`config.mk`:
```
export PLATFORM = sky130hd
export DESIGN_NAME = text_buffer_ctrl_flat
export DESIGN_NICKNAME = d
export VERILOG_FILES = /design/src/rtl/text_buffer_ctrl_if.sv /design/src/rtl/text_buffer_ctrl.sv /design/src/flat_wrapper.sv
export SDC_FILE = /design/constraint.sdc
export NUM_CORES = 2
export LEC_CHECK = 0
export CAP_MARGIN = 20
export CORE_MARGIN = 2
export CORE_UTILIZATION = 57
export CTS_CLUSTER_SIZE = 24
export DETAILED_ROUTE_END_ITERATION = 10
export DONT_BUFFER_PORTS = 1
export GPL_TIMING_DRIVEN = 1
export HOLD_SLACK_MARGIN = 0.1
export PLACE_DENSITY_LB_ADDON = 0.3
export SLEW_MARGIN = 5
export SYNTH_ARGS = -nofsm -noshare
export SYNTH_HDL_FRONTEND = slang
export SYNTH_SLANG_ARGS = --single-unit
```
`constraint.sdc`:
```
create_clock -name pclk -period 10.8 [get_ports pclk]
set_clock_uncertainty 0.15 [all_clocks]
set_input_delay 2.7 -clock pclk [delete_from_list [all_inputs] [get_ports pclk]]
set_output_delay 2.7 -clock pclk [all_outputs]
set_load 0.03 [all_outputs]
```
`src/rtl/text_buffer_ctrl_if.sv`:
```
// Bus bundle between the text buffer, the glyph drawer, the font ROM and the character writer.
interface text_buffer_ctrl_if;
  logic [7:0]  char_xy;
  logic [3:0]  char_line;
  logic [7:0]  char_pixels;
  logic [10:0] font_addr;
  logic [7:0]  font_data;
  logic [7:0]  wr_data;
  logic        wr_valid;
  logic        wr_ready;
  logic [7:0]  cursor_xy;
  logic        busy;

  modport slave (
    input  char_xy, char_line, font_data, wr_data, wr_valid,
    output char_pixels, font_addr, wr_ready, cursor_xy, busy
  );

  modport master (
    output char_xy, char_line, font_data, wr_data, wr_valid,
    input  char_pixels, font_addr, wr_ready, cursor_xy, busy
  );
endinterface

```
`src/rtl/text_buffer_ctrl.sv`:
```
// 8x32 text-mode character buffer: writer cursor/control decoding, clear sequencer
// and a registered glyph lookup path with an optional underline cursor.
module text_buffer_ctrl #(
  parameter logic [7:0] CLEAR_CHAR = 8'h20,
  parameter bit         CURSOR_EN  = 1'b1
) (
  input logic               pclk,
  input logic               rst,
  text_buffer_ctrl_if.slave bus
);
  localparam logic [0:0] ST_CLEAR = 1'b0;
  localparam logic [0:0] ST_IDLE  = 1'b1;

  logic [6:0] cells [0:255];
  logic [0:0] state, state_nxt;
  logic [7:0] clr_cnt, clr_cnt_nxt;
  logic [7:0] cursor, cursor_nxt;
  logic       wr_en;
  logic [7:0] wr_addr;
  logic [6:0] wr_val;
  logic [6:0] cell_code;
  logic       accept;
  logic       on_cursor;

  assign accept        = (state == ST_IDLE) && bus.wr_valid;
  assign cell_code     = cells[bus.char_xy];
  assign bus.font_addr = {cell_code, bus.char_line};
  assign bus.wr_ready  = (state == ST_IDLE);
  assign bus.busy      = (state == ST_CLEAR);
  assign bus.cursor_xy = cursor;
  assign on_cursor     = CURSOR_EN && (bus.char_xy == cursor) && (bus.char_line == 4'hF);

  always_comb begin
    state_nxt   = state;
    clr_cnt_nxt = clr_cnt;
    cursor_nxt  = cursor;
    wr_en       = 1'b0;
    wr_addr     = cursor;
    wr_val      = bus.wr_data[6:0];
    if (state == ST_CLEAR) begin
      wr_en       = 1'b1;
      wr_addr     = clr_cnt;
      wr_val      = CLEAR_CHAR[6:0];
      clr_cnt_nxt = clr_cnt + 8'd1;
      if (clr_cnt == 8'hFF) begin
        state_nxt  = ST_IDLE;
        cursor_nxt = 8'h00;
      end
    end else if (accept) begin
      case (bus.wr_data)
        8'h0D: cursor_nxt = {cursor[7:5], 5'd0};
        8'h0A: cursor_nxt = {cursor[7:5] + 3'd1, cursor[4:0]};
        8'h08: begin
          // Backspace blanks the cell it moves onto, in the same cycle.
          cursor_nxt = cursor - 8'd1;
          wr_en      = 1'b1;
          wr_addr    = cursor - 8'd1;
          wr_val     = CLEAR_CHAR[6:0];
        end
        8'h0C: begin
          state_nxt   = ST_CLEAR;
          clr_cnt_nxt = 8'h00;
        end
        default: begin
          if ((bus.wr_data >= 8'h20) && (bus.wr_data <= 8'h7E)) begin
            wr_en      = 1'b1;
            wr_addr    = cursor;
            wr_val     = bus.wr_data[6:0];
            cursor_nxt = cursor + 8'd1;
          end
        end
      endcase
    end
  end

  always_ff @(posedge pclk) begin
    if (rst) begin
      state   <= ST_CLEAR;
      clr_cnt <= 8'h00;
      cursor  <= 8'h00;
    end else begin
      state   <= state_nxt;
      clr_cnt <= clr_cnt_nxt;
      cursor  <= cursor_nxt;
    end
  end

  // Cell storage is not reset; the clear sequence after reset initialises it.
  always_ff @(posedge pclk) begin
    if (wr_en && !rst) begin
      cells[wr_addr] <= wr_val;
    end
  end

  always_ff @(posedge pclk) begin
    if (rst) begin
      bus.char_pixels <= 8'h00;
    end else begin
      bus.char_pixels <= on_cursor ? 8'hFF : bus.font_data;
    end
  end
endmodule

```
`src/flat_wrapper.sv`:
```
// flat-port wrapper written by rule: the top's interface ports become plain ports
module text_buffer_ctrl_flat 
#(
  parameter logic [7:0] CLEAR_CHAR = 8'h20,
  parameter bit         CURSOR_EN  = 1'b1
)
  (pclk, rst, bus_char_xy, bus_char_line, bus_font_data, bus_wr_data, bus_wr_valid, bus_char_pixels, bus_font_addr, bus_wr_ready, bus_cursor_xy, bus_busy);
  text_buffer_ctrl_if bus_i ();
  input logic pclk;
  input logic rst;
  input wire logic [$bits(bus_i.char_xy)-1:0] bus_char_xy;
  input wire logic [$bits(bus_i.char_line)-1:0] bus_char_line;
  input wire logic [$bits(bus_i.font_data)-1:0] bus_font_data;
  input wire logic [$bits(bus_i.wr_data)-1:0] bus_wr_data;
  input wire logic [$bits(bus_i.wr_valid)-1:0] bus_wr_valid;
  output wire logic [$bits(bus_i.char_pixels)-1:0] bus_char_pixels;
  output wire logic [$bits(bus_i.font_addr)-1:0] bus_font_addr;
  output wire logic [$bits(bus_i.wr_ready)-1:0] bus_wr_ready;
  output wire logic [$bits(bus_i.cursor_xy)-1:0] bus_cursor_xy;
  output wire logic [$bits(bus_i.busy)-1:0] bus_busy;
  assign bus_i.char_xy = bus_char_xy;
  assign bus_i.char_line = bus_char_line;
  assign bus_i.font_data = bus_font_data;
  assign bus_i.wr_data = bus_wr_data;
  assign bus_i.wr_valid = bus_wr_valid;
  assign bus_char_pixels = bus_i.char_pixels;
  assign bus_font_addr = bus_i.font_addr;
  assign bus_wr_ready = bus_i.wr_ready;
  assign bus_cursor_xy = bus_i.cursor_xy;
  assign bus_busy = bus_i.busy;
  text_buffer_ctrl #(.CLEAR_CHAR(CLEAR_CHAR), .CURSOR_EN(CURSOR_EN)) u_core (.pclk(pclk), .rst(rst), .bus(bus_i));
endmodule
```
==> impl_metrics.toml <==
[global_route]
overflow = 0
grt_pass1_vias = 35475
grt_pass1_wl_mm = 249
grt_use_total_pct = 26.7
grt_max_degree = 447
antenna_found_initial = 3

[place]
dpl.hpwl_mm = 98.7
dp_slack_ns = 2.24
placed_cell_area_um2 = 73200
place_inst = 5079
gp_congestion = 0.896
numPortBuffers = 0

[die]
initial_utilization_pct = 57.3
core_um2 = 125000
core.rowCount = 130
die_w_um = 359
ios = 60
die_y_um = 359
fp.dieArea_um2 = 129000

[final_layout]
fin_nets = 3643
fin_area_um2 = 78500
multi_input_area_um2 = 16300
area_delta_synth_final_pct = 9.44
diodes = 0
fin_cells = 5392
fillers = 8343
drive_gt1_share_pct = 19.8
ff_latch_area_um2 = 54300

[clock_network]
cts_resized = 0
clk_latency_ns = 0.79
cts-buffers-inserted = 172
post_cts_buffers = 0
clock_sinks = 1817
clkTransAtPathRegs_ns = 0.06
cts_root_buffer = "clkbuf_16"
h-tree-depth = 4
cts_buffer_depth = 3
tritoncts = "yes"
hold_buffers = 0

[synth]
synth_edf_count = 1792
synthXorXnorAreaFrac_pct = 0.122
async_reset_ff_share_pct = 0
synth_fa_ha_area_share_pct = 0.122
ys_ff_latch = 1817
synth_simple_gate_area_share_pct = 4.03
yosysSeqAreaShare_pct = 75.7
synthesis.nets = 3648
synthMuxAreaShare_pct = 14.6
syn_area_um2 = 71800
synth_compound_area_share_pct = 3.83
synth_warnings = 0
synth.distinct_cells = 72
synthCells = 3610
syn_avg_cell_area_um2 = 19.9
synth_top_family_by_area = "multiplexers"
synth_top_flop_cell = "edfxtp_1"

[timing]
finalSetupViolCount = 0
rsz0062_at_grt = "false"
slew_viol_final = 312
final-hold-violation-count = 0
slew_headroom_pct = -102
fin_crit_ns = 10.15
finalWorstSetupSlack_ns = 0.648
tightest_slew_ns = 3.04
period_share_pct = 94.0
clock.fmax_mhz = 98.5
hold-worst-slack_ns = 0.365
finalSetupTns_ns = 0

[worst_setup_path]
endpoint = "bus_font_addr[7]"
critPathRequiredTime_ns = 7.95
arrival_ns = 7.30
path_max_fanout = 446
r2r_setup_slack_ns = 5.68
critPathKind = "in2out"
timing.rr.start = "u_core.bus.cursor_xy[0]"
startpoint_type = "primary input"
cp-startpoint = "bus_char_xy[0]"
endpoint_kind = "output port"
reg2reg_to = "u_core.cells[66][1]"
r2r_cells = 8

[pwr]
total_leakage_power_nw = 25.5
peakVddDrop_mv = 0.130
p_per_area_nw_per_um2 = 176

[outcome]
status = "finished, violations left"
violations = "max-slew violations"

[detailed_routing]
vias = 36471
drc = 0
wl_per_cell_um = 32.0
drt_iter0_drc = 5989
drt-total-wl_mm = 173
via_per_inst = 6.76
drtAntennaViolNets = 0
dr.pass1.iters = 6

[run]
maxCapViolCount = 0

[min_path]
hold_class = "reg2reg"
placed cells by master (no fill, tap or decap), types with 24 or more instances in the layout:
| master | instances |
|---|---|
| o22ai_1 | 58 |
| mux2i_1 | 149 |
| mux4_2 | 387 |
| edfxtp_1 | 1792 |
| mux2_2 | 24 |
| nand3_1 | 29 |
| o221ai_1 | 43 |
| dfxtp_1 | 24 |
| nor3_1 | 25 |
| a21oi_1 | 87 |
| nand2_1 | 71 |
| buf_4 | 40 |
| clkbuf_16 | 178 |
| inv_1 | 25 |
| nor2_1 | 295 |
| nand4_1 | 27 |
| a22oi_1 | 64 |
| clkinv_2 | 32 |
| clkinv_1 | 49 |
| a211oi_1 | 35 |
| o21ai_0 | 28 |
| clkbuf_1 | 38 |
per-stage QoR:
stage	total power [mW]	util, %
4_1_cts	13.8	62.7
3_3_place_gp	8.20	58.4
5_1_grt	14.1	62.7
6_report	13.8	62.7
3_5_place_dp	8.21	58.5
2_1_floorplan	8.16	-
layer usage:
metal | vias to the layer above | share of wire, % | global-route usage [%]
met5 | - | 0.0075 | 0
met4 | 2 | 2.8 | 8.23
met3 | 291 | 10 | 5.99
met2 | 2125 | 48 | 41.9
met1 | 19084 | 39 | 38.1
li1 | 14969 | - | -
final cells by class:
type | count | area share, %
inverter | 29 | 0.140
timing repair buffer | 48 | 0.567
clock inverter | 95 | 0.865
sequential | 1817 | 69.2
tap | 1650 | 2.63
multi-input combinational | 1537 | 20.8
clock buffer | 216 | 5.85
registers in the layout, indices dropped and copies added, names as in the netlist:
signal,count
u_core.bus.char_pixels,8
u_core.cells,1792
u_core.bus.wr_ready,1
u_core.clr_cnt,8
u_core.bus.cursor_xy,8
worst min-delay path by stage:
stage | start | end | slack, ns | depth (start not counted)
after floorplan | u_core.clr_cnt[5] | u_core.clr_cnt[5] | 0.32 | 2
after global placement | u_core.clr_cnt[5] | u_core.clr_cnt[5] | 0.34 | 2
after detailed placement | u_core.clr_cnt[5] | u_core.clr_cnt[5] | 0.35 | 2
after CTS | u_core.clr_cnt[5] | u_core.clr_cnt[5] | 0.36 | 2
after global routing | u_core.clr_cnt[2] | u_core.clr_cnt[2] | 0.42 | 2
final | u_core.clr_cnt[5] | u_core.clr_cnt[5] | 0.36 | 2
cells in the mapped netlist (8+ instances only):
master / instances / area, um^2
and2_1: 11 / 68.8
or4_1: 14 / 105
xnor2_1: 9 / 78.8
a21oi_1: 87 / 435
mux4_2: 387 / 8720
edfxtp_1: 1792 / 53800
mux2i_1: 149 / 1490
a31oi_1: 15 / 93.8
nand4_4: 10 / 213
and3_1: 9 / 56.3
inv_1: 27 / 101
o21ai_0: 28 / 140
nand2_1: 71 / 267
or3_1: 15 / 93.8
clkbuf_1: 102 / 383
buf_1: 30 / 113
o221ai_1: 43 / 377
nor2b_1: 9 / 56.3
nor3_1: 25 / 125
buf_4: 21 / 158
nor2_1: 297 / 1110
buf_2: 68 / 340
mux2_2: 24 / 270
nand2b_1: 8 / 50.1
a211oi_1: 35 / 263
dfxtp_1: 25 / 500
nand4_1: 27 / 169
a221oi_1: 10 / 87.6
a22oi_1: 64 / 480
nand3_1: 29 / 145
o22ai_1: 58 / 363
report_power, final:
group          leakage [nW]  internal, mW  switching, mW  total [mW]
clock                  2.59          3.20           2.53        5.73
combinational          5.34         0.215          0.227       0.442
sequential             17.6          7.63        0.00609        7.64
total                  25.5          11.0           2.77        13.8
critical path, cell delays in order:
cell      delay [ns]
clkinv_1        1.18
o22ai_1         0.49
o221ai_1        0.16
a211oi_1        0.61
nor2_1          0.23
a32o_1          0.45
cell families (layout without fill, tap and decap cells):
kind of cell | count (synthesis) | after routing
fa+ha+maj | 7 | 7
buf+inv | 256 | 388
compound gates | 390 | 390
xor+xnor | 10 | 10
simple gates | 570 | 570
mux | 560 | 560
flops | 1817 | 1817
No activity file was read; power rests on OpenSTA's default activity.
